### config.mk
export PLATFORM = sky130hd
export DESIGN_NAME = ibex_crypto_ctrl
export DESIGN_NICKNAME = d
export VERILOG_FILES = /design/src/rtl/ibex_crypto_ctrl.sv
export SDC_FILE = /design/constraint.sdc
export NUM_CORES = 1
export LEC_CHECK = 0
export ABC_AREA = 1
export CAP_MARGIN = 20
export CELL_PAD_IN_SITES_DETAIL_PLACEMENT = 1
export CELL_PAD_IN_SITES_GLOBAL_PLACEMENT = 2
export CORE_MARGIN = 2
export CORE_UTILIZATION = 21
export CTS_BUF_LIST = sky130_fd_sc_hd__clkbuf_8
export DETAILED_ROUTE_END_ITERATION = 8
export GPL_TIMING_DRIVEN = 0
export PLACE_DENSITY_LB_ADDON = 0.2
export RECOVER_POWER = 50
export SKIP_LAST_GASP = 1
export SYNTH_ARGS = -nofsm -noshare
export SYNTH_HDL_FRONTEND = slang
export SYNTH_SLANG_ARGS = --single-unit
### constraint.sdc
create_clock -name clk_i -period 1.15 [get_ports clk_i]
set_input_delay 0.1725 -clock clk_i [delete_from_list [all_inputs] [get_ports clk_i]]
set_output_delay 0.1725 -clock clk_i [all_outputs]
set_load 0.005 [all_outputs]
### src/rtl/ibex_crypto_ctrl.sv
// Crypto issue controller: accepts one SHA2/AES op, enables the unit, captures and holds its result.
// Latency: accept at edge 0, unit enabled cycles 1..L, valid_o from cycle L+1 (L = per-unit parameter).
// Backpressure: req_ready_o low while an op is executing or a result waits for ready_id_i; flush aborts.
package ibex_crypto_ctrl_pkg;
   typedef logic [2:0] sha2_op_t;
endpackage

module ibex_crypto_ctrl
   import ibex_crypto_ctrl_pkg::*;
#(
   parameter int unsigned Sha2Latency = 1,
   parameter int unsigned AesLatency  = 2
) (
   input  logic        clk_i,
   input  logic        rst_ni,
   input  logic        req_valid_i,
   output logic        req_ready_o,
   input  logic        req_sel_i,
   input  sha2_op_t    sha2_op_i,
   input  logic        aes_mix_i,
   input  logic [1:0]  aes_bs_i,
   input  logic [31:0] op_a_i,
   input  logic [31:0] op_b_i,
   input  logic        flush_i,
   input  logic        ready_id_i,
   output logic        sha2_en_o,
   output sha2_op_t    sha2_op_o,
   output logic        aes_en_o,
   output logic        aes_mix_o,
   output logic [1:0]  aes_bs_o,
   output logic [31:0] unit_a_o,
   output logic [31:0] unit_b_o,
   input  logic [31:0] sha2_result_i,
   input  logic [31:0] aes_result_i,
   output logic [31:0] result_o,
   output logic        valid_o,
   output logic        busy_o
);

   typedef enum logic [1:0] {
      IDLE = 2'd0,
      EXEC = 2'd1,
      DONE = 2'd2
   } state_e;

   // Counter preload: remaining EXEC cycles after the first one.
   localparam logic [3:0] Sha2Cnt = 4'(Sha2Latency - 1);
   localparam logic [3:0] AesCnt  = 4'(AesLatency - 1);

   state_e      state_q, state_d;
   logic [3:0]  cnt_q;
   logic        sel_q;
   sha2_op_t    op_q;
   logic        mix_q;
   logic [1:0]  bs_q;
   logic [31:0] a_q, b_q;
   logic [31:0] result_q;
   logic        accept;
   logic        capture;

   // State register.
   always_ff @(posedge clk_i or negedge rst_ni) begin
      if (!rst_ni) begin
         state_q <= IDLE;
      end else begin
         state_q <= state_d;
      end
   end

   // Operand latches, cycle counter and result capture; flush wipes counter and result.
   always_ff @(posedge clk_i or negedge rst_ni) begin
      if (!rst_ni) begin
         cnt_q    <= '0;
         sel_q    <= 1'b0;
         op_q     <= '0;
         mix_q    <= 1'b0;
         bs_q     <= '0;
         a_q      <= '0;
         b_q      <= '0;
         result_q <= '0;
      end else if (flush_i) begin
         cnt_q    <= '0;
         result_q <= '0;
      end else begin
         if (accept) begin
            sel_q <= req_sel_i;
            op_q  <= sha2_op_i;
            mix_q <= aes_mix_i;
            bs_q  <= aes_bs_i;
            a_q   <= op_a_i;
            b_q   <= op_b_i;
            cnt_q <= req_sel_i ? AesCnt : Sha2Cnt;
         end else if (state_q == EXEC && cnt_q != 4'd0) begin
            cnt_q <= cnt_q - 4'd1;
         end
         if (capture) begin
            result_q <= sel_q ? aes_result_i : sha2_result_i;
         end
      end
   end

   // Next-state and unit drive; unit-facing outputs are gated to zero outside EXEC.
   always_comb begin
      state_d     = state_q;
      capture     = 1'b0;
      sha2_en_o   = 1'b0;
      sha2_op_o   = '0;
      aes_en_o    = 1'b0;
      aes_mix_o   = 1'b0;
      aes_bs_o    = '0;
      unit_a_o    = '0;
      unit_b_o    = '0;
      req_ready_o = ((state_q == IDLE) || (state_q == DONE && ready_id_i)) && !flush_i;
      accept      = req_valid_i && req_ready_o;
      case (state_q)
         IDLE: begin
            if (accept) state_d = EXEC;
         end
         EXEC: begin
            unit_a_o = a_q;
            unit_b_o = b_q;
            if (sel_q) begin
               aes_en_o  = 1'b1;
               aes_mix_o = mix_q;
               aes_bs_o  = bs_q;
            end else begin
               sha2_en_o = 1'b1;
               sha2_op_o = op_q;
            end
            if (cnt_q == 4'd0) begin
               capture = 1'b1;
               state_d = DONE;
            end
         end
         DONE: begin
            if (ready_id_i) state_d = accept ? EXEC : IDLE;
         end
         default: state_d = IDLE;
      endcase
      if (flush_i) state_d = IDLE;
   end

   assign result_o = result_q;
   assign valid_o  = (state_q == DONE);
   assign busy_o   = (state_q != IDLE);

   // Latency parameters must fit the 4-bit counter and be non-zero; units are mutually exclusive.
   a_lat_range: assert property (@(posedge clk_i)
      (Sha2Latency >= 1) && (Sha2Latency <= 15) && (AesLatency >= 1) && (AesLatency <= 15));
   a_one_hot_en: assert property (@(posedge clk_i) disable iff (!rst_ni)
      !(sha2_en_o && aes_en_o));

endmodule
==> results.tsv <==
metric	value	unit
run_status	finished with violations	
violations	setup timing	
synthTopCellsByArea	dfrtp_1 (51%), nand2_1 (12%), inv_1 (7.5%), o21ai_0 (5.8%), nor2_1 (5.7%)	
fp.dieW	164	um
fin_ws	-0.616	ns
grt.overflow.total	0	
drtIter0Drc	149	
clkTransAtPathRegs	0.11	ns
synthSimpleGateAreaFrac	24.8	%
synthCells	684	
grt_pass1_wl	32800	um
fin_area	10200	um2
avgViaCountPerCell	4.10	
synth_top_family_by_area	simple AND/OR/NAND/NOR gates	
ys_types	24	
netlist_area	5390	um2
ff2ff_path_depth	9	
grt_start_max_net_pins	58	
synthAdderAreaFrac	0.464	%
drive_above_1_share	41.5	%
ant_nets	0	
place_ws	-0.908	ns
portBuffers	246	
path_class	flop to output pin	
dieArea	27000	um2
ys_ff_latch	109	
area_delta_synth_final	88.8	%
period_share	154	%
ios	247	
slew_headroom	45.4	%
rsz0062_at_grt	yes	
final_util	40.4	%
clock_latency	0.39	ns
hold_viol	0	
die_h	164	um
place_area	8340	um2
rows	58	
setup_viol	218	
vdd_drop_max	0.000531	V
max_cap_viol_count	0	
postSynth.asyncResetShare	100	%
clk_path_buf_depth	2	
routed_wl	21800	um
finalCriticalPeriod	1.77	ns
end_kind	output pin	
yosys_most_used_dff	dfrtp_1	
first_global_vias	5657	
fmax	566	MHz
place_inst	1261	
root_buffer	clkbuf_8	
gp_congestion	0.736	
core_area	25200	um2
avgRoutedWirePerCell	16.3	um
synth_top_area_cell	dfrtp_1	
required	0.98	ns
vias	5485	
syn-num-nets	826	
yosysWarnings	0	
leakagePower	4.83	nW
nets	1145	
grt_antenna_before_repair	1	
cp_max_fo	10	
drc_errors	0	
synth-xor-area-share	0.163	%
final_cell_mix	clkdlybuf4s50_1 (138), nand2_1 (134), dfrtp_1 (108)	
yosysSeqAreaShare	50.6	%
hold-path-cell-count	3	
p_per_area	1110	nW/um2
final_cells	1339	
worstMarginPinSlew	0.819	ns
synth.top_cell.area_share	50.6	%
initial_core_util	21.4	%
muxShareOfSynthArea	0	%
cts_buffers	9	
crit_arrival	1.59	ns
slew_violations	0	
grt_usage	15.9	%
cts_tree	built	
skew	0.00986	ns
hold_path.class	input port to flop	
synth.avg_cell_area	7.88	um2
cts_sinks	109	
synth_compound_area_share	11.7	%
htree_levels	3	
synth_edf_count	0	
dp_hpwl	14700	um
final_common_cell	clkdlybuf4s50_1	
worstSetupStartpointType	flop	
first_pass_iters	4	
[final timing paths]
kind	start	to	slack [ns]
min reg2reg	bs_q[0]	bs_q[0]	0.49
max	state_q[1]	unit_a_o[5]	-0.62
min	sha2_op_i[0]	op_q[0]	0.32
min in group asynchronous	rst_ni	a_q[12]	0.40
max in group asynchronous	rst_ni	result_o[8]	-0.04
max reg2reg	state_q[0]	b_q[17]	-0.51
[cell families after synthesis]
family                   count (synthesis)
flip-flops                             109
XOR/XNOR                                 1
adder cells (fa/ha/maj)                  2
AND/OR/NAND/NOR                        320
buffers and inverters                  149
AO/OA/AOI/OAI                          103
[routing by layer]
metal	part of all wire (%)	routed length, um	global-route usage [%]	vias up
li1	-	-	-	2714
met1	44	9700	21.3	2655
met2	51	11200	26.9	106
met3	3.7	807	3.11	10
met4	0.84	183	2.63	0
met5	0	0	0	-
[sequential cells by signal, indices dropped and copies added, names as in the netlist]
name,cells
bs_q,2
state_q,2
op_q,3
sel_q,1
b_q,32
result_o,32
a_q,32
cnt_q,4
mix_q,1
[cell usage after synthesis, types with 2 or more instances]
library cell,instances
o21ai_1,8
inv_1,107
buf_4,3
a21oi_1,2
o21ai_0,62
nor2_2,2
ha_1,2
dfrtp_1,109
buf_2,28
nand3_1,34
nor2_1,82
nand2_1,169
nand2_2,30
o21ai_2,30
clkbuf_1,4
buf_8,4
[layout make-up]
type | instances | area, um2
tap | 330 | 413
fill | 2915 | 15000
sequential | 109 | 2730
clock inverter | 6 | 46.3
inverter | 109 | 432
buffer | 38 | 508
multi-input combinational | 426 | 2740
timing repair inverter | 1 | 11.3
timing repair buffer | 309 | 3160
clock buffer | 10 | 138
antenna | 1 | 2.50
[metrics by stage]
| stage | hold slack [ns] | total power, mW | TNS, ns |
|---|---|---|---|
| global route | 0.304 | 12.0 | -112.79 |
| floorplan | -0.123 | 6.14 | -1.48 |
| finish | 0.316 | 11.3 | -86.92 |
| CTS | 0.273 | 10.9 | -86.32 |
| detailed placement | 0.200 | 7.81 | -111.24 |
| global placement | 0.464 | 7.77 | -657.20 |
[timing repair]
action,4_1_cts,5_1_grt
cloned,18,5
endpoints found under the hold margin,56,0
resized for setup,538,260
buffers inserted,30,15
pin swaps,7,19
endpoints found under the setup margin,216,204
hold buffers,1,0
[worst max-delay path, stage by stage, from the launching register on]
cell             delay (ns)
dfrtp_1                0.41
inv_2                  0.09
nand2_4                0.09
buf_12                 0.15
buf_6                  0.15
nor2_1                 0.09
clkdlybuf4s15_2        0.21
[report_power, final]
part           switching (mW)  total (mW)  internal (mW)
Clock                    1.50        2.36          0.866
Combinational            2.17        4.31           2.14
Sequential              0.187        4.58           4.40
Total                    3.85        11.3           7.40
(Power assumes the default switching activity.)
